===== src/rtl/alu_result_bcd.sv =====
// rtl/alu_result_bcd.sv - ALU result to packed BCD converter (iterative double dabble)
module alu_result_bcd #(
    parameter int IN_W   = 20,
    parameter int DIGITS = 6
) (
    input  logic                  clk,
    input  logic                  rst_n,
    input  logic [IN_W-1:0]       result,
    input  logic                  sign,
    input  logic                  in_valid,
    output logic                  in_ready,
    output logic [4*DIGITS-1:0]   bcd,
    output logic                  neg,
    output logic                  ovf,
    output logic                  out_valid,
    input  logic                  out_ready
);

    // Digits needed for 2**IN_W-1: floor(IN_W*log10(2))+1.
    localparam int NAT_DIGITS = (IN_W * 30103) / 100000 + 1;
    localparam int ACC_DIGITS = (NAT_DIGITS > DIGITS) ? NAT_DIGITS : DIGITS;
    localparam int ACC_W      = 4 * ACC_DIGITS;
    localparam int CNT_W      = $clog2(IN_W + 1);

    typedef enum logic [1:0] {
        IDLE,
        CONV,
        DONE
    } state_t;

    state_t            state;
    state_t            state_nxt;
    logic [IN_W-1:0]   mag;
    logic [ACC_W-1:0]  acc;
    logic [ACC_W-1:0]  acc_adj;
    logic [CNT_W-1:0]  iter;
    logic              neg_cap;
    logic              neg_in;
    logic              last_iter;
    logic              hi_nz;

    assign neg_in    = sign && result[IN_W-1];
    assign last_iter = (iter == CNT_W'(IN_W));
    assign in_ready  = (state == IDLE);
    assign out_valid = (state == DONE);

    generate
        if (ACC_DIGITS > DIGITS) begin : g_hi
            assign hi_nz = |acc[ACC_W-1:4*DIGITS];
        end else begin : g_no_hi
            assign hi_nz = 1'b0;
        end
    endgenerate

    always_ff @(posedge clk or negedge rst_n) begin
        if (!rst_n) begin
            state <= IDLE;
        end else begin
            state <= state_nxt;
        end
    end

    always_comb begin
        state_nxt = state;
        case (state)
            IDLE:    if (in_valid)  state_nxt = CONV;
            CONV:    if (last_iter) state_nxt = DONE;
            DONE:    if (out_ready) state_nxt = IDLE;
            default: state_nxt = IDLE;
        endcase
    end

    always_comb begin
        acc_adj = acc;
        for (int d = 0; d < ACC_DIGITS; d++) begin
            if (acc[4*d +: 4] >= 4'd5) begin
                acc_adj[4*d +: 4] = acc[4*d +: 4] + 4'd3;
            end
        end
    end

    // The extra CONV cycle with iter==IN_W publishes the result registers.
    always_ff @(posedge clk or negedge rst_n) begin
        if (!rst_n) begin
            mag     <= '0;
            acc     <= '0;
            iter    <= '0;
            neg_cap <= 1'b0;
            bcd     <= '0;
            neg     <= 1'b0;
            ovf     <= 1'b0;
        end else begin
            case (state)
                IDLE: begin
                    if (in_valid) begin
                        mag     <= neg_in ? (~result + 1'b1) : result;
                        neg_cap <= neg_in;
                        acc     <= '0;
                        iter    <= '0;
                    end
                end
                CONV: begin
                    if (!last_iter) begin
                        acc  <= {acc_adj[ACC_W-2:0], mag[IN_W-1]};
                        mag  <= {mag[IN_W-2:0], 1'b0};
                        iter <= iter + 1'b1;
                    end else begin
                        bcd <= acc[4*DIGITS-1:0];
                        ovf <= hi_nz;
                        neg <= neg_cap;
                    end
                end
                default: ;
            endcase
        end
    end

endmodule


===== config.mk =====
export PLATFORM = sky130hd
export DESIGN_NAME = alu_result_bcd
export DESIGN_NICKNAME = d
export VERILOG_FILES = /design/src/rtl/alu_result_bcd.sv
export SDC_FILE = /design/constraint.sdc
export NUM_CORES = 1
export LEC_CHECK = 0
export ABC_AREA = 0
export CORE_MARGIN = 5
export CORE_UTILIZATION = 50
export CTS_CLUSTER_DIAMETER = 60
export DETAILED_ROUTE_END_ITERATION = 16
export GPL_ROUTABILITY_DRIVEN = 0
export HOLD_SLACK_MARGIN = 0.15
export PLACE_DENSITY = 0.82
export SYNTH_ARGS = -nofsm -noshare
export SYNTH_HDL_FRONTEND = slang
export SYNTH_SLANG_ARGS = --single-unit

===== constraint.sdc =====
create_clock -name clk -period 2.1 [get_ports clk]
set_clock_uncertainty 0.15 [all_clocks]
set_input_delay 0.42 -clock clk [delete_from_list [all_inputs] [get_ports clk]]
set_output_delay 0.42 -clock clk [all_outputs]
set_load 0.05 [all_outputs]

Word-level counts from Yosys, hierarchy flattened --
Cells that the tools add are included. Widths: inputs -> output; s select.
Word-level totals: bits in latches 0, memories 0, memory bits (read-only) 0, flip-flop bits (word level) 82, memory bits (writable) 0
Cells by class: multipliers 0, shifts and indexed selects 0, $add $sub $neg 9, equal/unequal tests 7, div/mod/pow operators 0, multiplexer cells 21, bitwise gates (word level) 1, $lt $le $gt $ge 7, reductions and logical operators 8
Operators with widths (number):
- $mux 20 | 3
- $mux 28 | 2
- $pmux 28 s2 | 1
- $pmux 20 s2 | 1
- $ge 4x3->1 const B | 7
- $add 4x2->4 const B | 6
- $mux 4 | 6
- $add 20x1->20 const B | 1
- $not 20->20 | 1
- $mux 5 | 2
- $pmux 5 s2 | 1
- $mux 2 | 3
- $ne 2x2->1 const B | 3
- $pmux 2 s3 | 1
- $reduce_and 3->1 | 2
- $add 5x1->5 const B | 1
- $eq 5x5->1 const B | 1
- $reduce_and 2->1 | 2
- $reduce_or 4->1 | 1
- $add 3x2->3 const B | 1
- $mux 3 | 1
- $eq 2x1->1 const B | 1
- $eq 2x2->1 const B | 1
- $logic_not 2->1 | 1
- 3 further kinds | 3

Logic depth before layout (Yosys ltp) --
depth after elaboration 5, depth in mapped cells 9, mapped depth without buffers 8

Least setup slack after synthesis --
No wires, ideal clock.
path type register -> register, from register state[0], to register acc[19], library setup time 0.122 ns, path buffers 1, stages on the path, launching flop included 8, arrival 2.081 ns, path slack -0.252 ns, cell sequence dfrtp_1 > nor2_1 > and2_1 > nor2_1 > inv_1 > clkbuf_1 > o31ai_1 > a32o_1
Between the ends: cells in the longest elaborated chain, start to end 3, elaborated cells between the ends (all ways) 7, those cells by class 3 x eq/ne; 1 x mux; 3 x reduce/logical
Ends and longest elaborated chain:
- from (decl) | RTL line 31 | state_t state;
- from (signal assigned) | RTL line 59 | state <= state_nxt;
- $logic_not 2->1 *
- named net in_ready | RTL line 11 | output logic in_ready,
- $ne 2x2->1 (no source line) / $reduce_bool 2->1 (equally long branches)
- $reduce_and 3->1 (no source line)
- to (signal assigned) | RTL line 104 | acc <= {acc_adj[ACC_W-2:0], mag[IN_W-1]};
- to (decl) | RTL line 34 | logic [ACC_W-1:0] acc;
The timed path passes the listed nets; every way through them passes the cells marked *. A chain may end at the register's enable or synchronous reset.

Final worst setup path --
from input result[7], to register mag[16]
Between the ends: cells in the longest elaborated chain, start to end 5
Ends and longest elaborated chain:
- from (decl) | RTL line 8 | input logic [IN_W-1:0] result,
- $not 20->20 | RTL line 96 | mag <= neg_in ? (~result + 1'b1) : result;
- $add 20x1->20 | RTL line 96
- $mux 20 | RTL line 96
- $mux 20 | RTL line 95 | if (in_valid) begin
- $pmux 20 s2 | RTL line 93 | case (state)
- to (signal assigned) | RTL line 96
- to (signal assigned) | RTL line 105 | mag <= {mag[IN_W-2:0], 1'b0};
- to (decl) | RTL line 33 | logic [IN_W-1:0] mag;
Every way passes these cells. The select of a mux whose other input is x is not followed.

==> results.md <==
- Status: complete, no violations
- Total number of vias: 3536
- Layout cells sized above 1: 22.5%
- Inst Count DP: 608
- DR pass1 iterations: 4
- Synth area leader: dfrtp_1
- Core area: 8300 um^2
- Pin count of the biggest net entering global routing: 41
- Final min period: 2080 ps
- Worst endpoint required time: 2170 ps
- Pre-CTS setup slack: -757 ps
- CP arrival: 2150 ps
- Lkg Pwr: 2.69 nW
- RSZ-0062 raised after global routing: true
- Die Ht: 103 um
- Post-route ant nets: 0
- Gr usage total: 19.6%
- Largest stage delay, worst path: 580 ps
- Worst-Margin Slew: 513 ps
- Synth unique cells: 42
- Hpwl dp: 6.80 mm
- # IOs: 53
- Metal3 WL: 488 um
- Detailed Route WL: 9.56 mm
- Post-route cell area: 5520 um^2
- Post-synth EDFFs: 0
- Ant. Diodes: 0
- Root buffer cell: clkbuf_8
- Placed inst area: 5180 um^2
- Drt via density: 5.61
- Fin. Hold Viols: 0
- WS Path Type: primary input to register
- Fill cells: 625
- H-tree Lvls: 3
- Antenna violations before repair: 0
- Slew Limit Fails: 0
- Mapped Area: 4280 um^2
- Ys flop type: dfrtp_1
- Max rail drop VDD: 0.543 mV
- Total gr overflow: 0
- Worst path cell trace: buf_6, or4_4, or4b_4, o31ai_1, xor2_1, o21ai_0
- Mapped Cells: 429
- # rows: 33
- Critical Path Fanout Max: 3
- Fin nets: 563
- Chip Width: 103 um
- Post-synth net total: 472
- Die area: 10500 um^2
- Max-cap viol count: 0
- Worst setup EP type: register
- DR DRC count: 0
- Maximum buffer depth of the clock tree: 2
- Met2 wire len: 4.90 mm
- Async set-reset flop share out of synthesis: 100%
- Total Neg Setup Slack: 0 ps
- Setup WS post-layout: 20.8 ps
- First-pass GRT wire length: 16.6 mm
- Yosys top cell area share: 47.9%
- Post-Layout Cell Count: 630
- Pwr dens: 1480 nW/um^2
- Setup-failing EPs final: 0
- Most frequent cells in the layout: dfrtp_1, buf_4, o21ai_0
- Synth-to-Final Area Change: 28.8%
- CTS tree: done
- Fin util: 66.5%
- Fin crit share: 99.0%
- DRT iter0 DRCs: 190
- Slowest-stage cell, CP: or4b_4
- Clock transition at the registers of the reported paths: 90 ps
- Peak Freq: 481 MHz
- Register bit total from synthesis: 82
- Number of global-route vias before repair: 3604
- Critical Path Start Type: primary input
- Initial Util: 51.6%
- Area contributors post-synth: dfrtp_1, mux2_2, o21ai_0
- Synthesis warning total: 0
- Top sig layer: met4
- DR WL/cell: 15.2 um
- Met1 WL: 4.04 mm
- Total CTS buffers: 9
- Seq/Total Area, Yosys: 47.9%
- Clock Latency Late Sink: 350 ps
- Worst rel slew slack: 65.8%
- Hold Path Class: primary input to asynchronous set/reset pin
- Syn avg cell area: 9.98 um^2
- Input/output buffers: 52
- CTS sink count: 82
- Most common cell after layout, fill and taps aside: dfrtp_1
==> cell families (layout without fill, tap and decap cells) <==
family | count (synthesis) | in the layout | share of synthesized area (%)
AND/OR/NAND/NOR | 114 | 114 | 13.1
flip-flops | 82 | 82 | 47.9
XOR/XNOR | 31 | 31 | 6.34
AO/OA/AOI/OAI | 113 | 113 | 16.4
buffers and inverters | 44 | 140 | 3.89
adder cells (fa/ha/maj) | 18 | 18 | 5.26
multiplexers | 27 | 27 | 7.04
==> synthesized netlist by cell type, types with 3 or more instances <==
cell type	n
xnor2_1	14
dfrtp_1	82
or3_1	5
o211ai_1	5
nor3_1	9
nand2b_1	7
xor2_1	17
nand3_1	22
ha_1	18
nor2_1	32
a32o_1	7
a211oi_1	3
mux2_2	25
clkbuf_1	17
a21oi_1	23
nand2_1	24
o31ai_1	15
o21ai_0	48
inv_1	24
a31oi_1	5
nor2b_1	3
==> routing by layer <==
metal	vias to the layer above	track usage, %
met3	14	3.86
li1	1704	-
met1	1713	24.3
met2	105	35.0
met4	0	5.05
met5	-	0
==> worst max-delay path: cells and delay by family <==
family	cells	cell delay, ps
simple gates	2	1110
compound gates	2	360
xor+xnor	1	160
buf+inv	1	90
==> worst paths after layout <==
kind,slack (ps),to,cells past startpoint,start
min in group clk,340,mag[10],2,mag[10]
min,340,bcd[16],2,rst_n
max reg2reg,150,mag[18],8,iter[1]
max,20,mag[16],6,result[7]
min reg2reg,340,mag[10],2,mag[10]
max in group asynchronous,870,acc[7],3,rst_n
==> per-stage QoR <==
step	hold WS, ps	power (mW)
2_1_floorplan	-25.6	5.55
3_3_place_gp	170	6.60
3_5_place_dp	172	6.83
4_1_cts	339	8.12
5_1_grt	357	8.77
6_report	335	8.14
==> state kept, by name (all words and copies together), names as in the netlist <==
name	cells
mag	20
bcd	24
iter	5
ovf	1
neg_cap	1
neg	1
state	2
acc	28
==> what timing repair did <==
| item | CTS | global route |
|---|---|---|
| resized for setup | 24 | 21 |
| setup buffers | 3 | 1 |
| hold buffers | 1 | 0 |
| gates cloned | 0 | 1 |
| hold endpoints to repair | 59 | 0 |
| pin swaps | 7 | 1 |
| endpoints found under the setup margin | 7 | 19 |
==> where the power goes <==
part / internal, mW / switching [mW] / total (mW)
combinational: 1.61 / 2.45 / 4.06
sequential: 2.27 / 0.525 / 2.80
clock: 0.704 / 0.580 / 1.28
==> layout make-up <==
type	count	area (um^2)	share of cell area, %
tap	105	131	2.38
clock inverter	6	90.1	1.63
multi-input combinational	303	2100	38.1
timing repair buffer	100	916	16.6
inverter	24	90.1	1.63
sequential	82	2050	37.2
clock buffer	10	138	2.49
No activity file was read; power rests on OpenSTA's default activity.
